[src/rtl/flash_pkg.sv]
// Shared definitions for the boot-time flash block loader and the CPU SPI port decoder.
// Holds the loader state encoding, the flash read opcode and the SPI port register numbers.
package flash_pkg;

    // Flash opcode for a plain (non-fast) sequential read
    localparam logic [7:0] FLASH_READ_CMD = 8'h03;

    // Byte shifted out while clocking data in from the flash
    localparam logic [7:0] SPI_DUMMY_TX = 8'hFF;

    // CPU-visible SPI port and chip-select register numbers
    localparam logic [7:0] SPIPORT = 8'h02;
    localparam logic [7:0] CSPIN   = 8'h03;

    typedef enum logic [3:0] {
        S_IDLE,
        S_SETUP,
        S_CMD,
        S_A2,
        S_A1,
        S_A0,
        S_RD,
        S_WR,
        S_HOLD,
        S_FIN
    } ldr_state_e;

endpackage

[src/rtl/loader_gap_counter.sv]
// Chip-select gap timer for the flash block loader.
// Ports: clk, rst (sync, active-high); run_i counts down while high and reloads
// preset_i while low; zero_o flags that the count has reached zero.
module loader_gap_counter #(
    parameter int unsigned W = 2
) (
    input  logic         clk,
    input  logic         rst,
    input  logic         run_i,
    input  logic [W-1:0] preset_i,
    output logic         zero_o
);

    logic [W-1:0] cnt_q;
    logic [W-1:0] cnt_d;

    always_comb begin
        cnt_d = cnt_q;
        if (!run_i) begin
            cnt_d = preset_i;
        end else if (cnt_q != '0) begin
            cnt_d = cnt_q - W'(1);
        end
    end

    always_ff @(posedge clk) begin
        if (rst) begin
            cnt_q <= preset_i;
        end else begin
            cnt_q <= cnt_d;
        end
    end

    assign zero_o = (cnt_q == '0);

endmodule

[src/rtl/flash_block_loader.sv]
// Boot loader sequencer: drives the byte-level SPI engine to copy a block of SPI
// flash into SRAM without CPU help, using a READ command and a 24-bit address.
// Ports: start/abort/flash_addr/mem_base/length control a transfer; busy, done,
// aborted report status; owner, flash_cs_n, sd_cs_force_n claim the SPI bus;
// spi_start/spi_tx/spi_done/spi_rx talk to the engine; mem_req/mem_addr/
// mem_data/mem_ack write each received byte into SRAM.
module flash_block_loader
    import flash_pkg::*;
#(
    parameter logic [7:0]  READ_CMD = FLASH_READ_CMD,
    parameter int unsigned MEM_AW   = 21,
    parameter int unsigned CS_GAP   = 2
) (
    input  logic              clk,
    input  logic              rst,
    input  logic              start,
    input  logic              abort,
    input  logic [23:0]       flash_addr,
    input  logic [MEM_AW-1:0] mem_base,
    input  logic [15:0]       length,
    output logic              busy,
    output logic              done,
    output logic              aborted,
    output logic              owner,
    output logic              flash_cs_n,
    output logic              sd_cs_force_n,
    output logic              spi_start,
    output logic [7:0]        spi_tx,
    input  logic              spi_done,
    input  logic [7:0]        spi_rx,
    output logic              mem_req,
    output logic [MEM_AW-1:0] mem_addr,
    output logic [7:0]        mem_data,
    input  logic              mem_ack
);

    // Counter holds CS_GAP-1 so that SETUP and HOLD each last CS_GAP cycles
    localparam int unsigned GW = (CS_GAP < 3) ? 1 : $clog2(CS_GAP);
    localparam logic [GW-1:0] GAP_PRESET = GW'(CS_GAP - 1);

    ldr_state_e        state_q,     state_d;
    logic [23:0]       addr_q,      addr_d;
    logic [15:0]       remain_q,    remain_d;
    logic              busy_q,      busy_d;
    logic              done_q,      done_d;
    logic              aborted_q,   aborted_d;
    logic              owner_q,     owner_d;
    logic              cs_n_q,      cs_n_d;
    logic              spi_start_q, spi_start_d;
    logic [7:0]        spi_tx_q,    spi_tx_d;
    logic              mem_req_q,   mem_req_d;
    logic [MEM_AW-1:0] mem_addr_q,  mem_addr_d;
    logic [7:0]        mem_data_q,  mem_data_d;

    logic gap_run;
    logic gap_zero;

    // The counter reloads in every other state, so it is already preset on entry
    assign gap_run = (state_q == S_SETUP) || (state_q == S_HOLD);

    loader_gap_counter #(
        .W (GW)
    ) u_gap (
        .clk      (clk),
        .rst      (rst),
        .run_i    (gap_run),
        .preset_i (GAP_PRESET),
        .zero_o   (gap_zero)
    );

    always_comb begin
        state_d     = state_q;
        addr_d      = addr_q;
        remain_d    = remain_q;
        busy_d      = busy_q;
        done_d      = 1'b0;
        aborted_d   = aborted_q;
        owner_d     = owner_q;
        cs_n_d      = cs_n_q;
        spi_start_d = 1'b0;
        spi_tx_d    = spi_tx_q;
        mem_req_d   = mem_req_q;
        mem_addr_d  = mem_addr_q;
        mem_data_d  = mem_data_q;

        unique case (state_q)
            S_IDLE: begin
                if (start) begin
                    addr_d     = flash_addr;
                    remain_d   = length;
                    mem_addr_d = mem_base;
                    aborted_d  = 1'b0;
                    busy_d     = 1'b1;
                    if (length == 16'd0) begin
                        state_d = S_FIN;
                    end else begin
                        owner_d = 1'b1;
                        cs_n_d  = 1'b0;
                        state_d = S_SETUP;
                    end
                end
            end

            S_SETUP: begin
                if (gap_zero) begin
                    spi_start_d = 1'b1;
                    spi_tx_d    = READ_CMD;
                    state_d     = S_CMD;
                end
            end

            S_CMD, S_A2, S_A1, S_A0: begin
                if (spi_done) begin
                    if (abort) begin
                        // Header byte has finished; stop before the next one
                        aborted_d = 1'b1;
                        cs_n_d    = 1'b1;
                        spi_tx_d  = SPI_DUMMY_TX;
                        state_d   = S_HOLD;
                    end else begin
                        spi_start_d = 1'b1;
                        unique case (state_q)
                            S_CMD: begin
                                spi_tx_d = addr_q[23:16];
                                state_d  = S_A2;
                            end
                            S_A2: begin
                                spi_tx_d = addr_q[15:8];
                                state_d  = S_A1;
                            end
                            S_A1: begin
                                spi_tx_d = addr_q[7:0];
                                state_d  = S_A0;
                            end
                            default: begin
                                spi_tx_d = SPI_DUMMY_TX;
                                state_d  = S_RD;
                            end
                        endcase
                    end
                end
            end

            S_RD: begin
                if (spi_done) begin
                    mem_data_d = spi_rx;
                    mem_req_d  = 1'b1;
                    state_d    = S_WR;
                end
            end

            S_WR: begin
                if (mem_ack) begin
                    mem_req_d  = 1'b0;
                    mem_addr_d = mem_addr_q + MEM_AW'(1);
                    remain_d   = remain_q - 16'd1;
                    if (remain_q == 16'd1) begin
                        cs_n_d  = 1'b1;
                        state_d = S_HOLD;
                    end else if (abort) begin
                        aborted_d = 1'b1;
                        cs_n_d    = 1'b1;
                        state_d   = S_HOLD;
                    end else begin
                        // Next byte starts only after the SRAM took this one
                        spi_start_d = 1'b1;
                        state_d     = S_RD;
                    end
                end
            end

            S_HOLD: begin
                if (gap_zero) begin
                    owner_d = 1'b0;
                    state_d = S_FIN;
                end
            end

            S_FIN: begin
                done_d  = 1'b1;
                busy_d  = 1'b0;
                state_d = S_IDLE;
            end

            default: begin
                state_d = S_IDLE;
            end
        endcase
    end

    always_ff @(posedge clk) begin
        if (rst) begin
            state_q     <= S_IDLE;
            addr_q      <= '0;
            remain_q    <= '0;
            busy_q      <= 1'b0;
            done_q      <= 1'b0;
            aborted_q   <= 1'b0;
            owner_q     <= 1'b0;
            cs_n_q      <= 1'b1;
            spi_start_q <= 1'b0;
            spi_tx_q    <= SPI_DUMMY_TX;
            mem_req_q   <= 1'b0;
            mem_addr_q  <= '0;
            mem_data_q  <= '0;
        end else begin
            state_q     <= state_d;
            addr_q      <= addr_d;
            remain_q    <= remain_d;
            busy_q      <= busy_d;
            done_q      <= done_d;
            aborted_q   <= aborted_d;
            owner_q     <= owner_d;
            cs_n_q      <= cs_n_d;
            spi_start_q <= spi_start_d;
            spi_tx_q    <= spi_tx_d;
            mem_req_q   <= mem_req_d;
            mem_addr_q  <= mem_addr_d;
            mem_data_q  <= mem_data_d;
        end
    end

    assign busy       = busy_q;
    assign done       = done_q;
    assign aborted    = aborted_q;
    assign owner      = owner_q;
    assign flash_cs_n = cs_n_q;
    assign spi_start  = spi_start_q;
    assign spi_tx     = spi_tx_q;
    assign mem_req    = mem_req_q;
    assign mem_addr   = mem_addr_q;
    assign mem_data   = mem_data_q;

    // SD card is never selected by this block; the forced-high level is what
    // the SD chip-select logic sees whenever the loader owns the bus
    assign sd_cs_force_n = 1'b1;

endmodule

[config.mk]
export PLATFORM = sky130hd
export DESIGN_NAME = flash_block_loader
export DESIGN_NICKNAME = d
export VERILOG_FILES = /design/src/rtl/flash_pkg.sv /design/src/rtl/loader_gap_counter.sv /design/src/rtl/flash_block_loader.sv
export SDC_FILE = /design/constraint.sdc
export NUM_CORES = 1
export LEC_CHECK = 0
export BUFFER_PORTS_ARGS = -buffer_cell sky130_fd_sc_hd__buf_4
export CAP_MARGIN = 20
export CORE_MARGIN = 10
export CORE_UTILIZATION = 35
export DETAILED_ROUTE_END_ITERATION = 7
export PLACE_DENSITY = 0.63
export SYNTH_ARGS = -nofsm -noshare
export SYNTH_HDL_FRONTEND = slang
export SYNTH_SLANG_ARGS = --single-unit
[constraint.sdc]
create_clock -name clk -period 2.3 [get_ports clk]
set_clock_uncertainty 0.2 [all_clocks]
set_input_delay 0.345 -clock clk [delete_from_list [all_inputs] [get_ports clk]]
set_output_delay 0.345 -clock clk [all_outputs]
set_load 0.01 [all_outputs]
Yosys cells after proc, flatten, opt, wreduce, memory -nomap -nowiden
Index checks and enable logic that the tools add are counted.
Cells by class
  multiplexer cells: 53
  reductions and logical operators: 21
  equal/unequal tests: 18
  bitwise operators: 1
  add/sub/neg operators: 3
Operators with widths (number)
  21-bit two-way mux: 2
  21-bit one-hot mux with 2 select lines: 1
  4-bit two-way mux: 10
  16-bit two-way mux: 2
  16-bit one-hot mux with 2 select lines: 1
  1-bit two-way mux: 24
  8-bit two-way mux: 3
  4-bit one-hot mux with 6 select lines: 1
  8-bit one-hot mux with 3 select lines: 1
  21-bit by 1-bit adder with 21-bit output, second input constant: 1
  16-bit by 1-bit == test with 1-bit output, second input constant: 1
  4-bit by 3-bit == test with 1-bit output, second input constant: 4
  16-bit logical NOT: 1
  2-bit != test, second input constant: 8
  8-bit one-hot mux with 2 select lines: 1
  16-bit by 1-bit subtractor with 16-bit output, second input constant: 1
  5-bit AND reduction: 2
  2-bit nonzero test: 5
  1-bit one-hot mux with 3 select lines: 3
  3-bit one-hot mux with 3 select lines: 1
  3-bit AND reduction: 3
  4-bit by 2-bit == test with 1-bit output, second input constant: 2
  4-bit == test, second input constant: 2
  1-bit one-hot mux with 2 select lines: 3
  other kinds (11): 13
Word-level totals
  bits in registers: 89
  output and inout bits: 45
  word-level logic and storage cells: 110
  input bits: 75

Depth between registers and ports, before layout
Gate-level depths: netlist (run 1).
  depth in word-level cells: 5
  depth in mapped cells: 9
  gate-level depth less buffers: 7

Cells and area by module
A second synthesis (run 1) with hierarchy kept.
Unflattened totals
  cells, all modules: 608
  area, all modules: 4631.9 um^2
Modules (own cells, without submodules)
  flash_block_loader: times used 1, area an instance 4596.9 um^2, cells each 604, seq. area each 1761.7 um^2
  loader_gap_counter: times used 1, area an instance 35.0 um^2, cells each 4, seq. area each 20.0 um^2

Worst setup path before layout (run 1)
No wires, ideal clock.
  path kind: register to register
  start point: reg mem_addr_q[0], in the netlist mem_addr[0]
  end point: reg mem_addr_q[20], in the netlist mem_addr[20]
  period minus slack after synthesis: 2131 ps
  slack: 169 ps
  cell stages (with the launch flop): 7
  setup time: 74 ps
  arrival time: 1857 ps
  buffers on the path: 0
  required time: 2026 ps
  path through: dfxtp_1 -> ha_1 -> nand4_1 -> nor4_2 -> nand4_1 -> or4_1 -> a31oi_1
On the way
  word-level cells in the longest chain between the ends: 3
RTL lines
  start, declared: RTL line flash_block_loader.sv:52  | logic [MEM_AW-1:0] mem_addr_q, mem_addr_d;
  start signal, assigned: RTL line flash_block_loader.sv:218  | mem_addr_q <= mem_addr_d;
  21-bit by 1-bit adder with 21-bit output: RTL line flash_block_loader.sv:155  | mem_addr_d = mem_addr_q + MEM_AW'(1);
  21-bit two-way mux: RTL line flash_block_loader.sv:153  | if (mem_ack) begin
  21-bit one-hot mux with 2 select lines: RTL line flash_block_loader.sv:86  | unique case (state_q)
No other way between the ends. The select of a mux whose other input is x is not followed.
A chain may end at the register's enable or synchronous reset.

Worst setup path after layout (run 1)
  start point: reg state_q[2]
  end point: reg state_q[0]
On the way
  word-level cells in the longest chain between the ends: 5
  elaborated cells between the ends (all ways): 21
  those cells by class: eq/ne (14); mux (4); reduce/logical (3)
RTL lines
  start, declared: RTL line flash_block_loader.sv:41  | ldr_state_e state_q, state_d;
  start signal, assigned: RTL line flash_block_loader.sv:207  | state_q <= state_d;
  4-bit by 3-bit == test with 1-bit output / 4-bit by 2-bit == test with 1-bit output (equally long branches): RTL line flash_block_loader.sv:86, flash_block_loader.sv:122
  3-bit one-hot mux with 3 select lines: RTL line flash_block_loader.sv:122  | unique case (state_q)
  4-bit two-way mux: RTL line flash_block_loader.sv:114  | if (abort) begin
  4-bit two-way mux: RTL line flash_block_loader.sv:113  | if (spi_done) begin
  4-bit one-hot mux with 6 select lines: RTL line flash_block_loader.sv:86
Several ways; a longest one is shown, not always the timed one. The select of a mux whose other input is x is not followed.

==> results.md, run 1 <==
- Worst-path clk slew: 0.06 ns
- TritonCTS clock tree: yes
- Antenna diodes: 0
- CP Data Required Time: 2.37 ns
- Slew @ Worst Pin: 0.5165 ns
- Setup CP Type: flip-flop to flip-flop
- Die area: 18,630 um2
- Final min period: 2.201 ns
- Via count: 5,058
- Post-synthesis sequential area ratio: 0.3752
- Cell taking the most area after synthesis: dfxtp_1
- Antenna-violating nets left: 0
- Critical Path AT: 2.27 ns
- Element type at the critical path start: flip-flop
- First-pass iteration count of the detailed router: 6
- Crit end category: flip-flop
- Pwr dens: 1066 nW/um2
- GPL Wtd Cong: 0.9152
- Largest net degree at the start of global routing: 62
- I/O Buffers: 118
- Mapped cell area: 4748 um2
- H-Tree Depth: 3
- Maxcap violations: 0
- Syn Nets: 698
- CTS Buf Count: 9
- RSZ-0062 raised after global routing: false
- Clock root cell: clkbuf_16
- Area Overhead vs Synth: 31.96%
- Post-synth EDFFs: 0
- Die Y-Extent: 136.5 um
- CP max FO: 18
- Status: complete, no violations
- IR Drop Worst-Case VDD: 0.0004030 V
- Place WS: 0.09251 ns
- Setup TNS: 0 ns
- Initial antenna violation count: 0
- Layout Nets: 808
- Die Wd: 136.5 um
- Yosys warns: 0
- I/O pins: 120
- Syn Inst Count: 620
- Core area: 13,240 um2
- Initial DRC count: 391
- Post-Route WL: 14,950 um
- First-pass GRT wire length: 25,000 um
- FP Rows: 42
- Final Util: 0.4732
- Clock Sinks: 89
- Start point of the worst hold path: spi_rx[5]
- Final setup viols: 0
- Global-route usage over all layers: 0.1615
- # DRC: 0
- FMAX: 454.4 MHz
- Synth cell types: 68
- Drt wl/cell: 16.41 um
- Worst setup margin: 0.09931 ns
- Leakage: 2.516 nW
- Initial core utilization: 0.3586
- Worst skew pair latency: 0.34 ns
- Final Hold Viols: 0
- Worst Hold Class: primary input to flip-flop
- Yosys reg bits: 89
- Worst slew margin: 0.6508
- Layout cell share with drive strength beyond 1: 0.2503
- Asr flop ratio synth: 0
- Period utilisation layout: 0.9568
- Mapped Avg Cell Area: 7.659 um2
- Synth top area cells: dfxtp_1 38%, a21oi_1 8.0%, nand2_1 7.6%
- Synth Flop Type: dfxtp_1
- HPWL after DPL: 11,050 um
- CP Launch Point: state_q[2]$_SDFFE_PP0P_
- Max Root-Sink Buffers: 2
- Vias per cell: 5.552
- Gr ovfl total: 0
- Slew Limit Fails: 0
- Vias in the first global route: 4,956
- Share of the synthesized area in the top cell type: 0.3752
- Design Power: 6.681 mW
- R2R Path Start: state_q[2]$_SDFFE_PP0P_
==> layout make-up <==
| class | instances | area [um2] |
|---|---|---|
| fill | 1341 | 6977 |
| multi-input combinational | 473 | 2744 |
| sequential | 89 | 1782 |
| timing repair buffer | 151 | 1196 |
| clock buffer | 10 | 229.0 |
| tap | 176 | 220.2 |
| clock inverter | 6 | 72.57 |
| inverter | 6 | 22.52 |
==> worst paths after layout <==
path / end / slack (ns) / cells after the start
setup / recovery: state_q[0]$_SDFFE_PP0P_ / 0.1 / 6
hold / removal: mem_data[5]$_SDFFE_PP0P_ / 0.04 / 3
setup reg to reg: state_q[0]$_SDFFE_PP0P_ / 0.1 / 6
hold reg to reg: addr_q[10]$_SDFFE_PP0P_ / 0.26 / 2
==> cells by family (layout without fill, tap and decap cells) <==
family,count (synthesis),in the layout,synth area share
AOI/OAI and AO/OA,192,192,0.2582
other,1,1,0.0007898
DFF,89,89,0.3752
and+or+nand+nor,266,266,0.2830
xor gates and xnor gates,2,2,0.003690
buffers and inverters,58,173,0.05217
adders and majority gates,3,3,0.007906
muxes,9,9,0.01897
==> repair_timing <==
action / CTS / global route
setup buffers: 0 / 2
hold buffers: 0 / 0
setup endpoints to repair: 0 / 16
resized for setup: 0 / 3
==> power breakdown <==
part           internal [mW]  total [mW]  switching [mW]
Sequential              1.92        2.29           0.366
Clock                  0.857        1.51           0.654
Combinational           1.32        2.88            1.56
Total                   4.10        6.68            2.58
==> Yosys cell counts, drive strengths merged (7+ instances only) <==
| cell type | n |
|---|---|
| o21ai | 34 |
| nor3 | 21 |
| nand2 | 96 |
| nor2 | 47 |
| a211oi | 12 |
| or3 | 12 |
| a21oi | 77 |
| mux2i | 9 |
| a31oi | 7 |
| a222oi | 8 |
| nor2b | 9 |
| nand4 | 8 |
| dfxtp | 89 |
| nor4 | 10 |
| clkbuf | 34 |
| nand3 | 22 |
| buf | 18 |
==> worst max-delay path, cell delays in order, from the launching register on <==
cell and delay, ns:
dfxtp_1 0.44, buf_4 0.27, and3b_1 0.20, o32ai_1 0.37, o211ai_1 0.17, or3_1 0.36
a21oi_1 0.13
==> flip-flops by register name (all words and copies together), names as in the netlist <==
name	flops
addr_q	24
mem_addr	21
remain_q	16
mem_data	8
spi_tx	8
state_q	4
aborted	1
busy	1
done	1
flash_cs_n	1
mem_req	1
owner	1
spi_start	1
u_gap.cnt_q	1
==> per-stage QoR <==
stage,area (um2),hold WS (ns),instances
after floorplan,4748,0.2357,620
after global placement,5932,0.2422,893
after detailed placement,5932,0.2505,893
after CTS,6233,0.02553,909
after global routing,6266,0.03657,911
final,6266,0.04225,911
==> layout by cell type (no fill, tap or decap), types with 6 or more instances in the layout <==
cell	netlist	routed
a211oi_1	11	11
a21oi_1	76	76
a222oi_1	8	8
a22oi_1	6	6
a31oi_1	7	7
and3_1	6	6
buf_4	1	146
clkbuf_16	0	9
dfxtp_1	89	89
mux2i_1	9	9
nand2_1	96	96
nand3_1	22	22
nand3b_1	6	6
nand4_1	8	8
nor2_1	47	47
nor2b_1	9	9
nor3_1	20	20
nor4_1	8	8
o21ai_0	34	33
or3_1	11	11
==> metal layers <==
layer,vias to the layer above,share of wire,wire [um],GRT usage
met4,0,0.015,231,0.05503
met2,181,0.46,6835,0.2448
li1,2481,-,-,-
met3,14,0.073,1096,0.04539
met1,2382,0.45,6783,0.2145
met5,-,0,0,0
Power figures use the tool's default switching activity.
==> run 2, diff against run 1 <==
- CORE_ASPECT_RATIO: default -> 1.1
==> results.md, run 2 (synthesized netlist as in run 1, its figures left out) <==
- Layout Nets: 805 (-0.37%)
- FP Rows: 44 (+4.8%)
- Initial antenna violation count: 0 (unchanged)
- GPL Wtd Cong: 0.8443 (-7.7%)
- Element type at the critical path start: flip-flop
- CP max FO: 4 (-14)
- Period utilisation layout: 0.9555 (-0.001299)
- Design Power: 6.529 mW (-2.3%)
- Vias per cell: 5.504 (-0.86%)
- CTS Buf Count: 9 (unchanged)
- Initial DRC count: 385 (-1.5%)
- I/O Buffers: 118 (unchanged)
- IR Drop Worst-Case VDD: 0.0003907 V (-3.1%)
- CP Data Required Time: 2.38 ns (about the same)
- Critical Path AT: 2.28 ns (about the same)
- Maxcap violations: 0 (unchanged)
- Vias in the first global route: 4,802 (-3.1%)
- Top cell family by delay on the critical path: simple AND/OR/NAND/NOR gates
- CP bufs+invs: 1 (unchanged)
- First-pass iteration count of the detailed router: 6 (unchanged)
- Worst skew pair latency: 0.35 ns (about the same)
- Area Overhead vs Synth: 31.44%
- Setup CP Type: flip-flop to flip-flop
- Clock Sinks: 89 (unchanged)
- Worst Hold Class: primary input to flip-flop
- # DRC: 0 (unchanged)
- Crit end category: flip-flop
- CP max stage cell: nor4b_1
- Die area: 18,630 um2 (about the same)
- Die Wd: 131.1 um (-4.0%)
- Gr ovfl total: 0 (unchanged)
- Cts hold-fix bufs: 0 (unchanged)
- Max Root-Sink Buffers: 2 (unchanged)
- Largest net degree at the start of global routing: 92 (+48%)
- Multi-input logic area: 2753 um2 (+0.32%)
- I/O pins: 120 (unchanged)
- FMAX: 455.0 MHz (+0.14%)
- Largest reg by FF count: addr_q
- Register Area: 1783 um2 (about the same)
- CP max stage delay: 0.54 ns (+0.10 ns)
- Fill count: 1,301 (-3.0%)
- Slew Limit Fails: 0 (unchanged)
- Leading cell types in the layout, fill and taps excluded: 141 x buf_4, 96 x nand2_1, 88 x dfxtp_1
- Worst slew margin: 0.5627 (-0.08808)
- Antenna diodes: 0 (unchanged)
- TritonCTS clock tree: yes
- Setup TNS: 0 ns (unchanged)
- Layout cell share with drive strength beyond 1: 0.2486 (-0.001706)
- Drt wl/cell: 16.22 um (-1.1%)
- Antenna-violating nets left: 0 (unchanged)
- Clock root cell: clkbuf_16
- RSZ-0062 raised after global routing: false
- Slew @ Worst Pin: 0.6468 ns (+0.1303 ns)
- Die Y-Extent: 142.2 um (+4.2%)
- Final setup viols: 0 (unchanged)
- HPWL after DPL: 10,550 um (-4.5%)
- Pwr dens: 1046 nW/um2 (-1.9%)
- First-pass GRT wire length: 23,920 um (-4.3%)
- Leakage: 2.515 nW (about the same)
- Global-route usage over all layers: 0.1564 (-0.005123)
- Most common cell after layout, fill and taps aside: buf_4
- Post-Route WL: 14,860 um (-0.57%)
- Worst-path clk slew: 0.07 ns (about the same)
- Final Hold Viols: 0 (unchanged)
- Final min period: 2.198 ns (-0.002989 ns)
- Critical-path cell list: inv_1 > ha_1 > nor4b_1 > a31oi_1 > or4_1 > a21oi_1
- Status: complete, no violations
- Max reg flops: 24 (unchanged)
- Initial core utilization: 0.3579 (-0.0006763)
- Core area: 13,270 um2 (+0.19%)
- H-Tree Depth: 3 (unchanged)
- Via count: 5,042 (-0.32%)
==> run 2: changes by cell type in the layout (fill, tap and decap cells not counted), sizes merged <==
| cell | before | now |
|---|---|---|
| clkinvlp | 1 | 0 |
| buf | 151 | 148 |
| clkinv | 2 | 4 |
| bufinv | 1 | 0 |
==> run 2: final cells by class <==
class | instances | area share
Clock buffer | 10 | 0.03669
Tap cell | 184 | 0.03689
Clock inverter | 6 | 0.008220
Sequential cell | 89 | 0.2857
Inverter | 6 | 0.003609
Timing Repair Buffer | 148 | 0.1879
Multi-Input combinational cell | 473 | 0.4411
==> run 2: power breakdown <==
part	internal (mW)	total [mW]	switching, mW	leakage (nW)
sequential	1.92	2.30	0.374	0.730
clock	0.750	1.41	0.658	0.139
combinational	1.27	2.82	1.56	1.65
total	3.94	6.53	2.59	2.51
==> run 2: path summary, 6_finish.rpt <==
check,from,end,slack [ns],cells past startpoint
max reg2reg,remain_q[1]$_SDFFE_PP0P_,flash_cs_n$_SDFFE_PP1P_,0.10,6
min reg2reg,addr_q[15]$_SDFFE_PP0P_,addr_q[15]$_SDFFE_PP0P_,0.26,2
max,remain_q[1]$_SDFFE_PP0P_,flash_cs_n$_SDFFE_PP1P_,0.10,6
min,spi_rx[7],mem_data[7]$_SDFFE_PP0P_,0.03,3
==> run 2: stage by stage <==
stage	std cells	instance area, um2	hold WS, ns	setup slack, ns	utilization
finish	916	6241	0.02649	0.1023	0.4704
global route	916	6241	0.02359	0.01416	0.4704
CTS	913	6180	0.02130	0.04971	0.4658
detailed placement	897	5899	0.2480	0.08517	0.4446
global placement	897	5899	0.2435	0.1515	0.4446
floorplan	620	4748	0.2357	0.1691	-
==> run 2: layer usage <==
| layer | part of all wire | global-route usage | up-vias |
|---|---|---|---|
| li1 | - | - | 2489 |
| met1 | 0.44 | 0.2030 | 2359 |
| met2 | 0.47 | 0.2431 | 170 |
| met3 | 0.069 | 0.03951 | 24 |
| met4 | 0.016 | 0.05917 | 0 |
| met5 | 0 | 0 | - |
==> run 2: worst reg2reg max path, stage by stage, from the launching register on <==
cell,delay (ns)
dfxtp_1,0.34
inv_1,0.12
ha_1,0.15
nor4b_1,0.54
a31oi_1,0.18
or4_1,0.45
a21oi_1,0.15
==> run 2: repair_timing <==
action,4_1_cts,5_1_grt
resized for setup,0,7
endpoints found under the hold margin,0,0
setup buffers,0,3
setup endpoints to repair,0,18
